**src/rtl/rv32_pkg.sv**
```systemverilog
// Shared RV32 constants: immediate format codes, opcodes and the
// immediate scatter helper used by the encoder.
package rv32_pkg;

  localparam logic [2:0] FMT_I = 3'd0;
  localparam logic [2:0] FMT_S = 3'd1;
  localparam logic [2:0] FMT_B = 3'd2;
  localparam logic [2:0] FMT_U = 3'd3;
  localparam logic [2:0] FMT_J = 3'd4;

  localparam logic [6:0] OP_IMM    = 7'h13;
  localparam logic [6:0] OP_STORE  = 7'h23;
  localparam logic [6:0] OP_BRANCH = 7'h63;
  localparam logic [6:0] OP_LUI    = 7'h37;
  localparam logic [6:0] OP_JAL    = 7'h6f;

  typedef struct packed {
    logic [31:0] inst;
    logic        err;
  } enc_t;

  function automatic logic [31:0] scatter(
    input logic [2:0]  sel,
    input logic [31:0] imm,
    input logic [31:0] base
  );
    logic [31:0] w;
    w = base;
    unique case (1'b1)
      (sel == FMT_I): w[31:20] = imm[11:0];
      (sel == FMT_S): begin
        w[31:25] = imm[11:5];
        w[11:7]  = imm[4:0];
      end
      (sel == FMT_B): begin
        w[31]    = imm[12];
        w[30:25] = imm[10:5];
        w[11:8]  = imm[4:1];
        w[7]     = imm[11];
      end
      (sel == FMT_U): w[31:12] = imm[31:12];
      (sel == FMT_J): begin
        w[31]    = imm[20];
        w[30:21] = imm[10:1];
        w[20]    = imm[11];
        w[19:12] = imm[19:12];
      end
      default: w = base;
    endcase
    return w;
  endfunction

endpackage

```
**src/rtl/imm_enc_check.sv**
```systemverilog
// Range/alignment checker: flags immediates that the selected
// format cannot represent, and any unknown format code.
module imm_enc_check
  import rv32_pkg::*;
(
  input  logic [2:0]  i_sel,
  input  logic [31:0] i_imm,
  output logic        o_err
);

  logic sx11;
  logic sx12;
  logic sx20;

  assign sx11 = (&i_imm[31:11]) | ~(|i_imm[31:11]);
  assign sx12 = (&i_imm[31:12]) | ~(|i_imm[31:12]);
  assign sx20 = (&i_imm[31:20]) | ~(|i_imm[31:20]);

  always_comb begin
    o_err = 1'b1;
    unique case (1'b1)
      (i_sel == FMT_I): o_err = ~sx11;
      (i_sel == FMT_S): o_err = ~sx11;
      (i_sel == FMT_B): o_err = ~sx12 | i_imm[0];
      (i_sel == FMT_U): o_err = |i_imm[11:0];
      (i_sel == FMT_J): o_err = ~sx20 | i_imm[0];
      default:          o_err = 1'b1;
    endcase
  end

endmodule

```
**src/rtl/imm_enc.sv**
```systemverilog
// Two-stage immediate encoder with running word address.
// Define IMM_ENC_CHECK_EN to build in the range checker.
module imm_enc
  import rv32_pkg::*;
#(
  parameter int ADDR_W = 10
) (
  input  logic              i_clk,
  input  logic              i_rst_n,
  input  logic              i_valid,
  output logic              o_ready,
  input  logic [2:0]        i_sel,
  input  logic [31:0]       i_imm,
  input  logic [31:0]       i_base,
  input  logic              i_clr,
  output logic              o_valid,
  input  logic              i_ready,
  output logic [31:0]       o_instruction,
  output logic [ADDR_W-1:0] o_addr,
  output logic              o_err
);

  logic              chk_err;
  logic              s1_valid;
  logic              s2_valid;
  enc_t              s1_q;
  enc_t              s2_q;
  logic [ADDR_W-1:0] s2_addr;
  logic [ADDR_W-1:0] cnt_q;
  logic [ADDR_W-1:0] cnt_nxt;
  logic              accept;
  logic              xfer;
  logic              s2_load;

`ifdef IMM_ENC_CHECK_EN
  imm_enc_check u_chk (
    .i_sel (i_sel),
    .i_imm (i_imm),
    .o_err (chk_err)
  );
`else
  assign chk_err = 1'b0;
`endif

  assign xfer    = s2_valid & i_ready;
  assign s2_load = ~s2_valid | i_ready;
  assign o_ready = ~s1_valid | s2_load;
  assign accept  = i_valid & o_ready;

  // Word loaded into S2 takes the post-edge count so that
  // back-to-back transfers get consecutive addresses.
  always_comb begin
    cnt_nxt = cnt_q;
    if (i_clr)
      cnt_nxt = '0;
    else if (xfer)
      cnt_nxt = cnt_q + ADDR_W'(1);
  end

  always_ff @(posedge i_clk or negedge i_rst_n) begin
    if (!i_rst_n) begin
      s1_valid <= 1'b0;
      s1_q     <= '0;
    end else if (accept) begin
      s1_valid  <= 1'b1;
      s1_q.inst <= scatter(i_sel, i_imm, i_base);
      s1_q.err  <= chk_err;
    end else if (s2_load) begin
      s1_valid <= 1'b0;
    end
  end

  always_ff @(posedge i_clk or negedge i_rst_n) begin
    if (!i_rst_n) begin
      s2_valid <= 1'b0;
      s2_q     <= '0;
      s2_addr  <= '0;
    end else if (s2_load) begin
      s2_valid <= s1_valid;
      if (s1_valid) begin
        s2_q    <= s1_q;
        s2_addr <= cnt_nxt;
      end
    end
  end

  always_ff @(posedge i_clk or negedge i_rst_n) begin
    if (!i_rst_n)
      cnt_q <= '0;
    else
      cnt_q <= cnt_nxt;
  end

  assign o_valid       = s2_valid;
  assign o_instruction = s2_q.inst;
  assign o_addr        = s2_addr;
  assign o_err         = s2_valid & s2_q.err;

endmodule

```
**config.mk**
```make
export PLATFORM = sky130hd
export DESIGN_NAME = imm_enc
export DESIGN_NICKNAME = d
export VERILOG_FILES = /design/src/rtl/rv32_pkg.sv /design/src/rtl/imm_enc_check.sv /design/src/rtl/imm_enc.sv
export SDC_FILE = /design/constraint.sdc
export NUM_CORES = 1
export LEC_CHECK = 0
export ABC_AREA = 1
export CAP_MARGIN = 20
export CELL_PAD_IN_SITES_DETAIL_PLACEMENT = 1
export CELL_PAD_IN_SITES_GLOBAL_PLACEMENT = 2
export CORE_AREA = 2 2 126 128
export CTS_BUF_LIST = sky130_fd_sc_hd__clkbuf_8
export CTS_CLUSTER_SIZE = 14
export DETAILED_ROUTE_END_ITERATION = 10
export DIE_AREA = 0 0 128 130
export PLACE_DENSITY = 0.84
export SLEW_MARGIN = 20
export SYNTH_ARGS = -nofsm -noshare
export SYNTH_HDL_FRONTEND = slang
export SYNTH_SLANG_ARGS = --single-unit
```
**constraint.sdc**
```tcl
create_clock -name i_clk -period 1.1 [get_ports i_clk]
set_input_delay 0.22 -clock i_clk [delete_from_list [all_inputs] [get_ports i_clk]]
set_output_delay 0.22 -clock i_clk [all_outputs]
set_load 0.05 [all_outputs]
```
After elaboration in Yosys (flattened, before gate mapping). Cells that the tools add are included.

Add/subtract/negate cells: 1. Multiply operators: 0. Divide/modulo/power cells: 0. $lt $le $gt $ge: 0. Equal/unequal tests: 4. Shifts and indexed selects: 0. Multiplexer cells: 8. Bitwise gates (word level): 6. Reduce and logical (&&, ||, !) cells: 5.

Operators with widths (number): $pmux W7 S4 (1); $mux W10 (2); $pmux W5 S3 (1); $add A10 B1 Y10 const B (1); $pmux W5 S2 (1); $mux W8 (1); $eq A3 B2 Y1 const B (2); $reduce_or A2 Y1 (2); $eq A3 B1 Y1 const B (1); $eq A3 B3 Y1 const B (1); $logic_not A3 Y1 (1); $and A1 B1 Y1 (2); $mux W1 (2); $not A1 Y1 (2); $or A1 B1 Y1 (2); $reduce_and A2 Y1 (1); $reduce_bool A2 Y1 (1).

Bits in registers: 86. Latch bits: 0. Bits in writable memories: 0. Bits in read-only memories: 0. Input bits: 72. Output and inout bits: 45. Memories kept: 0.

Longest topological paths before layout. Gate-level depths: netlist of run 1.

Word-level depth: 5. Mapped depth: 9. Gate-level depth less buffers: 9.

Worst setup path after synthesis of run 1. No wires, ideal clock.

Path kind: register to register. Start: register s2_valid (netlist: o_valid). End: register s1_q[13] (netlist bit). Library setup time: 0.123 ns. Arrival: 1.671 ns. Data required time: 0.977 ns. Slack: -0.695 ns. Cell stages (with the launch flop): 7. Buffers on the path: 1. Path through: dfrtp_1 > nand3_2 > nand2_2 > buf_2 > a21oi_1 > o21ai_1 > o21ai_1.

Word-level cells in the longest chain between the ends: 4.

Ends and longest elaborated chain: from (decl) (RTL line imm_enc.sv:25) `logic s2_valid;`; from (signal assigned) (RTL line imm_enc.sv:79) `s2_valid <= s1_valid;`; $not A1 Y1 (RTL line imm_enc.sv:46) `assign s2_load = ~s2_valid | i_ready;`; $or A1 B1 Y1 (RTL line imm_enc.sv:46); $or A1 B1 Y1 (RTL line imm_enc.sv:47) `assign o_ready = ~s1_valid | s2_load;`; named net o_ready (RTL line imm_enc.sv:11) `output logic o_ready,`; $and A1 B1 Y1 (RTL line imm_enc.sv:48) `assign accept = i_valid & o_ready;`; to (decl) (RTL line imm_enc.sv:26) `enc_t s1_q;`.

The timed path passes the listed nets, and every way through them passes these cells. A chain may end at the register's enable or synchronous reset.

Worst setup path in the final report of run 1.
Start: input port i_ready. End: register s1_q[7] (netlist bit).

Word-level cells in the longest chain between the ends: 3.

Ends and longest elaborated chain: from (decl) (RTL line imm_enc.sv:17) `input logic i_ready,`; $or A1 B1 Y1 (RTL line imm_enc.sv:46); $or A1 B1 Y1 (RTL line imm_enc.sv:47); $and A1 B1 Y1 (RTL line imm_enc.sv:48).

No other way between the ends.

==> results of run 1 <==
-- flip-flops by register name, indices dropped and copies added (netlist names) --
register and flops:
o_instruction 32, s1_valid 1, o_addr 10, cnt_q 10
s1_q 32, o_valid 1
-- cell type report --
type / count / share of cell area
diodes: 1 / 0.000341
clock buffers: 10 / 0.0188
clock inverters: 5 / 0.00495
inverters: 46 / 0.0263
multi-input cells: 297 / 0.248
flip-flops and latches: 86 / 0.296
well taps: 192 / 0.0328
repair buffers: 217 / 0.373
-- stage by stage --
step                      hold slack (ns)  total power, mW  utilization
after floorplan                   -0.0756             6.48            -
after global routing                0.281             13.8        0.475
after global placement             0.0996             9.18        0.381
after detailed placement            0.106             9.31        0.381
after CTS                           0.262             12.2        0.434
final                               0.283             13.2        0.475
-- worst paths after layout --
| check | from | endpoint | depth (start not counted) |
|---|---|---|---|
| setup / recovery | i_ready | s1_q[7] | 9 |
| hold / removal | i_rst_n | o_instruction[5] | 2 |
| setup reg to reg | o_valid | s1_q[7] | 7 |
| hold reg to reg | s1_q[22] | o_instruction[21] | 2 |
| max in group asynchronous | i_rst_n | o_instruction[7] | 3 |
| min in group i_clk | i_base[5] | s1_q[6] | 3 |
-- placed cells by master (no fill, tap or decap), types with 2 or more instances in the layout --
cell and count:
a21oi_1 21, a21oi_2 6, a21oi_4 2, a22oi_1 13, a31oi_1 3, and3_1 2
buf_12 57, buf_16 4, buf_4 68, buf_6 11, clkbuf_16 5, clkbuf_8 10
clkdlybuf4s50_1 66, clkinvlp_4 3, dfrtp_1 72, dfrtp_2 13, dlygate4sd2_1 4, inv_1 40
inv_2 4, nand2_1 99, nand2_2 25, nand2_4 21, nand2_8 4, nand3_1 8
nand3_4 3, nand4_1 7, nor2_1 27, nor2_2 4, nor2_4 3, o21ai_0 11
o21ai_1 14, o21ai_2 14, o22ai_2 3
-- routing by layer --
layer,global-route usage,routed length (um),part of all wire,vias up
li1,-,-,-,1860
met1,0.198,5930,0.40,1957
met2,0.306,8150,0.55,77
met3,0.0275,385,0.026,24
met4,0.0517,359,0.024,0
met5,0,0,0,-
-- cell families after synthesis --
group,Yosys count,synth area share
flip-flops,86,0.570
other,1,0.000993
adder cells (fa/ha/maj),1,0.00331
buffers and inverters,63,0.0693
AND/OR/NAND/NOR,204,0.226
AO/OA/AOI/OAI,90,0.131
-- synthesized netlist by cell type --
master,instances
a21oi_1,29
a22oi_1,13
a31oi_1,4
and3_1,2
buf_2,14
buf_4,2
clkbuf_1,1
conb_1,1
dfrtp_1,86
ha_1,1
inv_1,41
inv_2,5
nand2_1,145
nand2_2,3
nand3_1,10
nand3_2,2
nand4_1,7
nor2_1,28
nor2_2,4
nor2_4,2
nor3_2,1
o21ai_0,36
o21ai_1,4
o22ai_1,4
-- report_power, final --
group	leakage [nW]	internal [mW]	switching (mW)	total [mW]
clock	0.0804	0.871	1.17	2.04
sequential	1.05	3.81	0.614	4.42
combinational	2.35	3.43	3.31	6.73
-- timing repair --
action,in CTS,in global routing
setup buffers,31,27
endpoints found under the hold margin,14,0
hold buffers,1,0
endpoints found under the setup margin,128,130
cloned,6,5
pin swaps,3,17
resized for setup,71,112
==> reports/metrics.cfg, run 1 <==
[status]
result_of_the_run=finished with violations
violations=negative setup slack

[layout]
fill_cell_instance_count_of_the_final_layout=1718
layoutNonFillerInstCount=854
proportion_of_layout_cells_with_a_drive_suffix_above_1=0.410
finish.instance_area_um2=7330
area.growth.synth_to_final_pct=94.2
multiInputGateArea_um2=1820
area.sequential_um2=2170
design.final.nets=730

[timing]
rsz_0062_raised_after_global_routing=true
setup_viol_count_final=130
timing.final.crit_period_ns=1.44
fraction_of_the_cycle_the_final_worst_path_needs=1.31
worst_slack_ns=-0.344
setup_tns_final_ns=-22.77
final.setup_skew_ns=0.0111
maxClockFrequency_mhz=692
max_slew_vio_count=0
finalHoldViolations=0

[route]
drt-pass1-iter-count=4
vias_per_cell=4.59
average_routed_wire_per_standard_cell_um=17.4
finalWirelength_mm=14.8
first_iter_violations=161
drc_errors=0
route.antenna.remaining_nets=0
total_number_of_vias=3918

[worst_setup_path]
critical_path.slowest_cell=dlygate4sd2_1
crit_fanout=14
cpMostUsedCell=buf_4
critPathTopFamily=buffers and inverters
r2r_slack_ns=-0.32
timing.critical_path.to_type=flop
worst-path-buf-inv=6
max_stage_delay_ns=0.31
critPathKind=in -> reg
required_ns=1.36
crit_path_start_kind=input pin
worst_ep_arrival_time_ns=1.71
critical_path.cell_chain=dlygate4sd2_1 > inv_1 > nand3_4 > buf_4 > nand2_8 > inv_12 > buf_4 > buf_12 > o21ai_0

[power]
power.static_leakage_nw=3.48
ir_worst_vdd_v=0.00103
power_density_nw_per_um2=1800

[synthesis]
ys_seq_elements=86
synthesis.nets=518
synthDistinctLibCells=24
synth.area.top_cells=dfrtp_1, nand2_1, o21ai_0, inv_1, a21oi_1
post_synthesis_instance_total=445
synth_top_area_cell=dfrtp_1
yosys_top_cell_area_share=0.570
ys_warn_count=0
share_of_the_yosys_chip_area_belonging_to_registers=0.570
postSynthAreaPerCell_um2=8.48
synthesized_cell_area_um2=3770

[place]
dpl-instance-area_um2=5880
numPlacedInstances=771
place_congestion=0.810
dp_slack_ns=-0.673
place.port_buffers=115
post-dp-hpwl_mm=9.65

[clock_tree]
cts_max_level=3
insertion_delay_ns=0.35
numCtsBuffers=9
clock_input_transition_at_the_sequential_cells_of_the_worst_setup_and_hold_paths_ns=0.09
root_buffer=clkbuf_8
clock_sinks=86
clock_path_buffers=2
cts_tree=yes

[job]
max_cap_violations=0

[grt]
number_of_global_route_vias_before_repair=4055
grt_usage=0.166
largest_net_degree_at_the_start_of_global_routing=39
antenna_found_initial=1
grt_first_pass_wirelength_mm=21.3
grt_remaining_overflow=0

[floorplanning]
core-area_um2=15400
floorplan.rows=46
die_h_um=130
die-area_um2=16600
top_level_ports=117
floorplan.initialDensity=0.245
fp.dieW_um=128

[hold_path]
hold_path_class=in -> async

Power figures use the tool's default switching activity.
==> inputs of run 2 (changes only) <==
- CORE_AREA: 2 2 126 128 -> 2 2 121 134
- DIE_AREA: 0 0 128 130 -> 0 0 123 136
- PLACE_DENSITY: 0.84 -> 0.83
==> reports/metrics.cfg, run 2 (synthesized netlist as in run 1, its figures left out) <==
[power]
cell_internal_pwr_mw=7.53  ; -7.1%
post-layout-total-power_mw=12.2  ; -7.9%
power.static_leakage_nw=3.18  ; -8.6%
switchingPower_mw=4.63  ; -9.1%
seqPwrFrac=0.359  ; +0.024
power_density_nw_per_um2=1760  ; -2.0%
power.clock.fraction=0.179  ; +0.024
p_comb_frac=0.462  ; -0.048
ir_worst_vdd_v=0.000754  ; -26%
netSwitchingFraction=0.381  ; -0.00501

[clock_tree]
cts_max_level=3  ; unchanged
clock_sinks=86  ; unchanged
clock_input_transition_at_the_sequential_cells_of_the_worst_setup_and_hold_paths_ns=0.09  ; about the same
numCtsBuffers=9  ; unchanged
root_buffer=clkbuf_8
clock_path_buffers=2  ; unchanged
insertion_delay_ns=0.36  ; about the same
cts_tree=yes

[floorplanning]
die_h_um=136  ; +4.6%
floorplan.initialDensity=0.244  ; -0.00111
floorplan.rows=48  ; +4.3%
core-area_um2=15500  ; +0.45%
top_level_ports=117  ; unchanged
die-area_um2=16700  ; +0.53%
fp.dieW_um=123  ; -3.9%

[route]
vias_per_cell=4.49  ; -2.1%
finalWirelength_mm=13.4  ; -9.5%
drc_errors=0  ; unchanged
total_number_of_vias=3710  ; -5.3%
first_iter_violations=146  ; -9.3%
drt-pass1-iter-count=4  ; unchanged
average_routed_wire_per_standard_cell_um=16.2  ; -6.4%
route.antenna.remaining_nets=0  ; unchanged

[timing]
timing.final.crit_period_ns=1.41  ; -0.0356 ns
finalHoldViolations=0  ; unchanged
setup_viol_count_final=129  ; -0.77%
worst_slack_ns=-0.309  ; +0.0356 ns
hold_slack_ns=0.378  ; +0.0951 ns
setup_tns_final_ns=-21.51  ; +1.26 ns
maxClockFrequency_mhz=710  ; +2.5%
rsz_0062_raised_after_global_routing=true
fraction_of_the_cycle_the_final_worst_path_needs=1.28  ; -0.0324
final.setup_skew_ns=0.0121  ; +0.00105 ns
max_slew_vio_count=0  ; unchanged

[worst_setup_path]
startpoint=o_valid
worst_r2r_startpoint=o_valid
critical_path.cell_chain=nand3_4 > buf_6 > buf_12
crit_fanout=4  ; -10
required_ns=0.88  ; -0.48 ns
worst_ep_arrival_time_ns=1.19  ; -0.52 ns
timing.critical_path.to_type=output pin
critPathKind=reg -> out
crit_path_start_kind=flop
max_stage_delay_ns=0.52  ; +0.21 ns
crit_path_capture=o_ready
r2r_slack_ns=-0.30  ; +0.02 ns
worst_r2r_path_depth=7  ; unchanged
critical_path.slowest_cell=dfrtp_4
crit-reg2reg-capture=o_addr[7]

[grt]
grt_remaining_overflow=0  ; unchanged
grt_util_met3=0.0231  ; -0.00440
largest_net_degree_at_the_start_of_global_routing=48  ; +23%
grt.met2_usage=0.295  ; -0.0111
number_of_global_route_vias_before_repair=4096  ; +1.0%
antenna_found_initial=1  ; unchanged
grt_use_met1=0.180  ; -0.0173
gr-max-usage-layer=met2
grt_usage=0.158  ; -0.00758
grt_first_pass_wirelength_mm=20.3  ; -4.4%

[status]
result_of_the_run=finished with violations
violations=negative setup slack

[job]
max_cap_violations=0  ; unchanged

[place]
dp_slack_ns=-0.637  ; +0.0358 ns
place_congestion=0.807  ; -0.28%
place.port_buffers=115  ; unchanged
post-dp-hpwl_mm=9.47  ; -1.9%

[hold_path]
hold_path_class=in -> async

[layout]
most-common-layout-cells=nand2_1, dfrtp_1, clkdlybuf4s50_1
mostFrequentLayoutCell=nand2_1
finish.utilization=0.445  ; -0.0305
area.growth.synth_to_final_pct=82.6
proportion_of_layout_cells_with_a_drive_suffix_above_1=0.350  ; -0.0596
design.final.nets=693  ; -5.1%

-- run 2: how the worst min path moves through the flow --
| stage | from | end | slack [ns] | depth (start not counted) |
|---|---|---|---|---|
| global placement | i_rst_n | o_instruction[10] | 0.21 | 2 |
| finish | i_rst_n | o_instruction[4] | 0.38 | 3 |
| global route | i_rst_n | o_instruction[4] | 0.40 | 3 |
| detailed placement | i_rst_n | o_instruction[4] | 0.22 | 2 |
| floorplan | i_rst_n | cnt_q[0] | -0.08 | 0 |
| CTS | i_rst_n | o_instruction[4] | 0.37 | 3 |
-- run 2: power groups by stage --
| stage | registers [mW] | clock network (mW) | logic, mW |
|---|---|---|---|
| after floorplan | 5.56 | 0 | 0.922 |
| after global placement | 4.39 | 0 | 4.81 |
| after detailed placement | 4.42 | 0 | 4.91 |
| after CTS | 4.34 | 2.26 | 5.18 |
| after global routing | 4.44 | 2.38 | 5.93 |
| final | 4.36 | 2.18 | 5.62 |
-- run 2: layout make-up --
class                      count  area [um2]
fill                        1747        8600
antenna                        1        2.50
timing repair inverter         1        16.3
timing repair buffer         180        2320
clock buffer                  12         165
multi-input combinational    296        1760
inverter                      46         190
clock inverter                 4        30.0
sequential                    86        2160
tap                          200         250
-- run 2: what timing repair did --
item,CTS,global route
resized for setup,32,107
hold buffers,1,0
pin swaps,10,21
cloned,2,3
setup endpoints to repair,127,130
endpoints found under the hold margin,86,0
buffers inserted,17,14
-- run 2: critical path: cells and delay by family, from the launching register on --
| kind | cells | cell delay [ns] |
|---|---|---|
| buf+inv | 2 | 0.23 |
| flops | 1 | 0.52 |
| simple gates | 1 | 0.08 |
-- run 2: metal layers --
layer	wire length [um]	vias to the layer above
li1	-	1783
met1	5400	1842
met2	7380	68
met3	388	17
met4	239	0
met5	0	-
-- run 2: metrics by stage --
stage	std cells	instance area (um2)
after floorplan	445	3840
after CTS	808	6350
after global placement	772	5870
after global routing	826	6890
final	826	6890
after detailed placement	772	5870
==> inputs of run 3 (changes only) <==
- ABC_AREA: 1 -> default
- CORE_AREA: 2 2 121 134 -> 2 2 116 129
- DIE_AREA: 0 0 123 136 -> 0 0 118 131
- PLACE_DENSITY: 0.83 -> 0.84
- TNS_END_PERCENT: default -> 20
- clock period: 1.1 -> 1.2 ns (I/O delays scaled with it)
==> reports/metrics.cfg, run 3 <==
[synthesis]
ys_warn_count=0  ; unchanged
synth.most_common_cell=dfrtp_1
synthesized_cell_area_um2=3890  ; +3.0%
ys_seq_elements=86  ; unchanged
synth_top_area_cell=dfrtp_1
synthDistinctLibCells=42  ; +75%
synth_enable_flop_cells=0  ; unchanged
share_of_the_yosys_chip_area_belonging_to_registers=0.553  ; -0.0167
yosys-top-cells-count=dfrtp_1, nand2_1, mux2_2, mux2i_1, o21ai_1
synthesis.nets=410  ; -21%
ys.flop_type=dfrtp_1
post_synthesis_instance_total=337  ; -24%
async_flop_share=1.00  ; unchanged
synth.area.top_cells=dfrtp_1, mux2_2, nand2_1, mux2i_1, o21ai_1
postSynthAreaPerCell_um2=11.5  ; +36%
yosys_top_cell_area_share=0.553  ; -0.0167

[place]
dp_slack_ns=-0.604  ; +0.0325 ns
place.port_buffers=115  ; unchanged
place_congestion=0.803  ; -0.57%
post-dp-hpwl_mm=8.00  ; -16%
dpl-instance-area_um2=5940  ; +1.2%

[grt]
grt_remaining_overflow=0  ; unchanged
grt_first_pass_wirelength_mm=18.6  ; -8.6%
grt_usage=0.156  ; -0.00232
antenna_found_initial=0  ; -1
number_of_global_route_vias_before_repair=3526  ; -14%
largest_net_degree_at_the_start_of_global_routing=41  ; -15%

[clock_tree]
clock_input_transition_at_the_sequential_cells_of_the_worst_setup_and_hold_paths_ns=0.08  ; about the same
numCtsBuffers=9  ; unchanged
cts_tree=yes
clock_path_buffers=2  ; unchanged
insertion_delay_ns=0.36  ; about the same
clock_sinks=86  ; unchanged
root_buffer=clkbuf_8
cts_max_level=3  ; unchanged

[worst_setup_path]
critPathKind=reg -> reg
crit_path_start_kind=flop
critical_path.cell_chain=buf_6 > nand3b_4 > buf_6 > nand2_8 > clkbuf_16 > a21oi_2 > a22o_1
r2r_slack_ns=-0.26  ; +0.04 ns
critical_path.slowest_cell=dfrtp_2
crit_fanout=7  ; +3
cpMostUsedCell=buf_6
crit-reg2reg-capture=s1_q[30]
worst_r2r_startpoint=o_valid
startpoint=o_valid
timing.critical_path.to_type=flop
worst_ep_arrival_time_ns=1.75  ; +0.56 ns
max_stage_delay_ns=0.42  ; -0.10 ns
required_ns=1.49  ; +0.61 ns
worst_r2r_path_depth=7  ; unchanged

[power]
power.static_leakage_nw=3.05  ; -4.1%
ir_worst_vdd_v=0.000565  ; -25%
p_comb_frac=0.386  ; -0.076
post-layout-total-power_mw=10.5  ; -14%
seqPwrFrac=0.368  ; +0.009
power.clock.fraction=0.246  ; +0.067
switchingPower_mw=3.44  ; -26%
power_density_nw_per_um2=1540  ; -13%
netSwitchingFraction=0.328  ; -0.0532
cell_internal_pwr_mw=7.05  ; -6.4%

[route]
drt-pass1-iter-count=4  ; unchanged
route.antenna.remaining_nets=0  ; unchanged
average_routed_wire_per_standard_cell_um=17.6  ; +8.2%
total_number_of_vias=3179  ; -14%
vias_per_cell=4.58  ; +2.0%
first_iter_violations=67  ; -54%
drc_errors=0  ; unchanged
finalWirelength_mm=12.2  ; -9.1%

[layout]
fill_cell_instance_count_of_the_final_layout=1487  ; -15%
design.final.nets=571  ; -18%
proportion_of_layout_cells_with_a_drive_suffix_above_1=0.398  ; +0.0480
area.growth.synth_to_final_pct=74.7
most-common-layout-cells=dfrtp_1, clkdlybuf4s50_1, buf_12
finish.instance_area_um2=6790  ; -1.5%
mostFrequentLayoutCell=dfrtp_1
insertedDiodeCount=0  ; -1

[floorplanning]
top_level_ports=117  ; unchanged
die_h_um=131  ; -3.7%
die-area_um2=15500  ; -7.6%
floorplan.initialDensity=0.274  ; +0.0299
floorplan.rows=46  ; -4.2%
fp.dieW_um=118  ; -4.1%
core-area_um2=14200  ; -8.3%

[hold_path]
hold_path_class=in -> async

[timing]
max_slew_vio_count=0  ; unchanged
setup_viol_count_final=87  ; -33%
setup_tns_final_ns=-12.37  ; +9.14 ns
fraction_of_the_cycle_the_final_worst_path_needs=1.22
finalHoldViolations=0  ; unchanged
worst_slack_ns=-0.262  ; +0.0464 ns
rsz_0062_raised_after_global_routing=true
timing.final.crit_period_ns=1.46
maxClockFrequency_mhz=684
final.setup_skew_ns=0.0108  ; -0.00134 ns

[status]
violations=negative setup slack
result_of_the_run=finished with violations

[job]
max_cap_violations=0  ; unchanged

## run 3: cell count changes after synthesis, moves of 7 or more
| cell | before | now |
|---|---|---|
| mux2i_1 | 0 | 18 |
| o21ai_1 | 4 | 16 |
| buf_2 | 14 | 6 |
| mux2_2 | 0 | 35 |
| a21oi_1 | 29 | 12 |
| xor2_1 | 0 | 9 |
| a22o_1 | 0 | 7 |
| nor2_1 | 28 | 14 |
| inv_1 | 41 | 2 |
| a22oi_1 | 13 | 0 |
| o21ai_0 | 36 | 11 |
| nand2_1 | 145 | 52 |
## run 3: cell type report
cell class / instances / area [um2] / share of cell area
well taps: 192 / 240 / 0.0354
inverters: 2 / 7.51 / 0.00111
repair buffers: 171 / 2350 / 0.346
clock inverters: 3 / 90.1 / 0.0133
multi-input cells: 228 / 1790 / 0.263
clock buffers: 12 / 165 / 0.0243
flip-flops and latches: 86 / 2150 / 0.317
## run 3: layer usage
layer,track usage,share of wire
met5,0,0
met4,0.0425,0.015
met3,0.0386,0.035
met2,0.295,0.55
met1,0.175,0.40
## run 3: repair_timing
action / in CTS / in global routing
pin swaps: 29 / 6
hold buffers: 1 / 0
gates resized for setup: 56 / 10
buffers inserted: 10 / 2
endpoints found under the hold margin: 17 / 0
gates cloned: 8 / 3
endpoints found under the setup margin: 99 / 124
## run 3: cells by family (layout without fill, tap and decap cells)
family	after synthesis	count (layout)	share of synthesized area
buffers and inverters	24	188	0.0405
adders and majority gates	1	1	0.00322
and+or+nand+nor	92	93	0.110
AOI/OAI and AO/OA	65	65	0.105
xor gates and xnor gates	10	10	0.0225
muxes	58	58	0.165
DFF	86	86	0.553
other	1	1	0.000964
## run 3: how the worst max path moves through the flow
stage,end,slack [ns]
after global placement,s1_q[16],-0.56
after floorplan,s1_q[8],-0.32
after CTS,o_ready,-0.26
final,s1_q[30],-0.26
after global routing,o_ready,-0.31
after detailed placement,s1_q[16],-0.60
## run 3: power groups by stage
stage                     Combinational [mW]  Clock, mW  Sequential (mW)
after global routing                    4.22       2.76             3.92
after detailed placement                3.73          0             3.88
final                                   4.05       2.58             3.86
after CTS                               4.03       2.62             3.85
after global placement                  3.65          0             3.86
after floorplan                        0.776          0             4.70
## run 3: worst max-delay path: cells and delay by family (launching register included)
kind / cells / cell delay, ns
AND/OR/NAND/NOR: 2 / 0.18
flip-flops: 1 / 0.42
AO/OA/AOI/OAI: 2 / 0.30
buffers and inverters: 3 / 0.48
## run 3: metrics by stage
step,util,std cells,hold slack [ns]
after floorplan,-,337,-0.0556
after global placement,0.418,656,0.141
after detailed placement,0.418,656,0.141
after CTS,0.470,690,0.301
after global routing,0.478,694,0.315
final,0.478,694,0.300
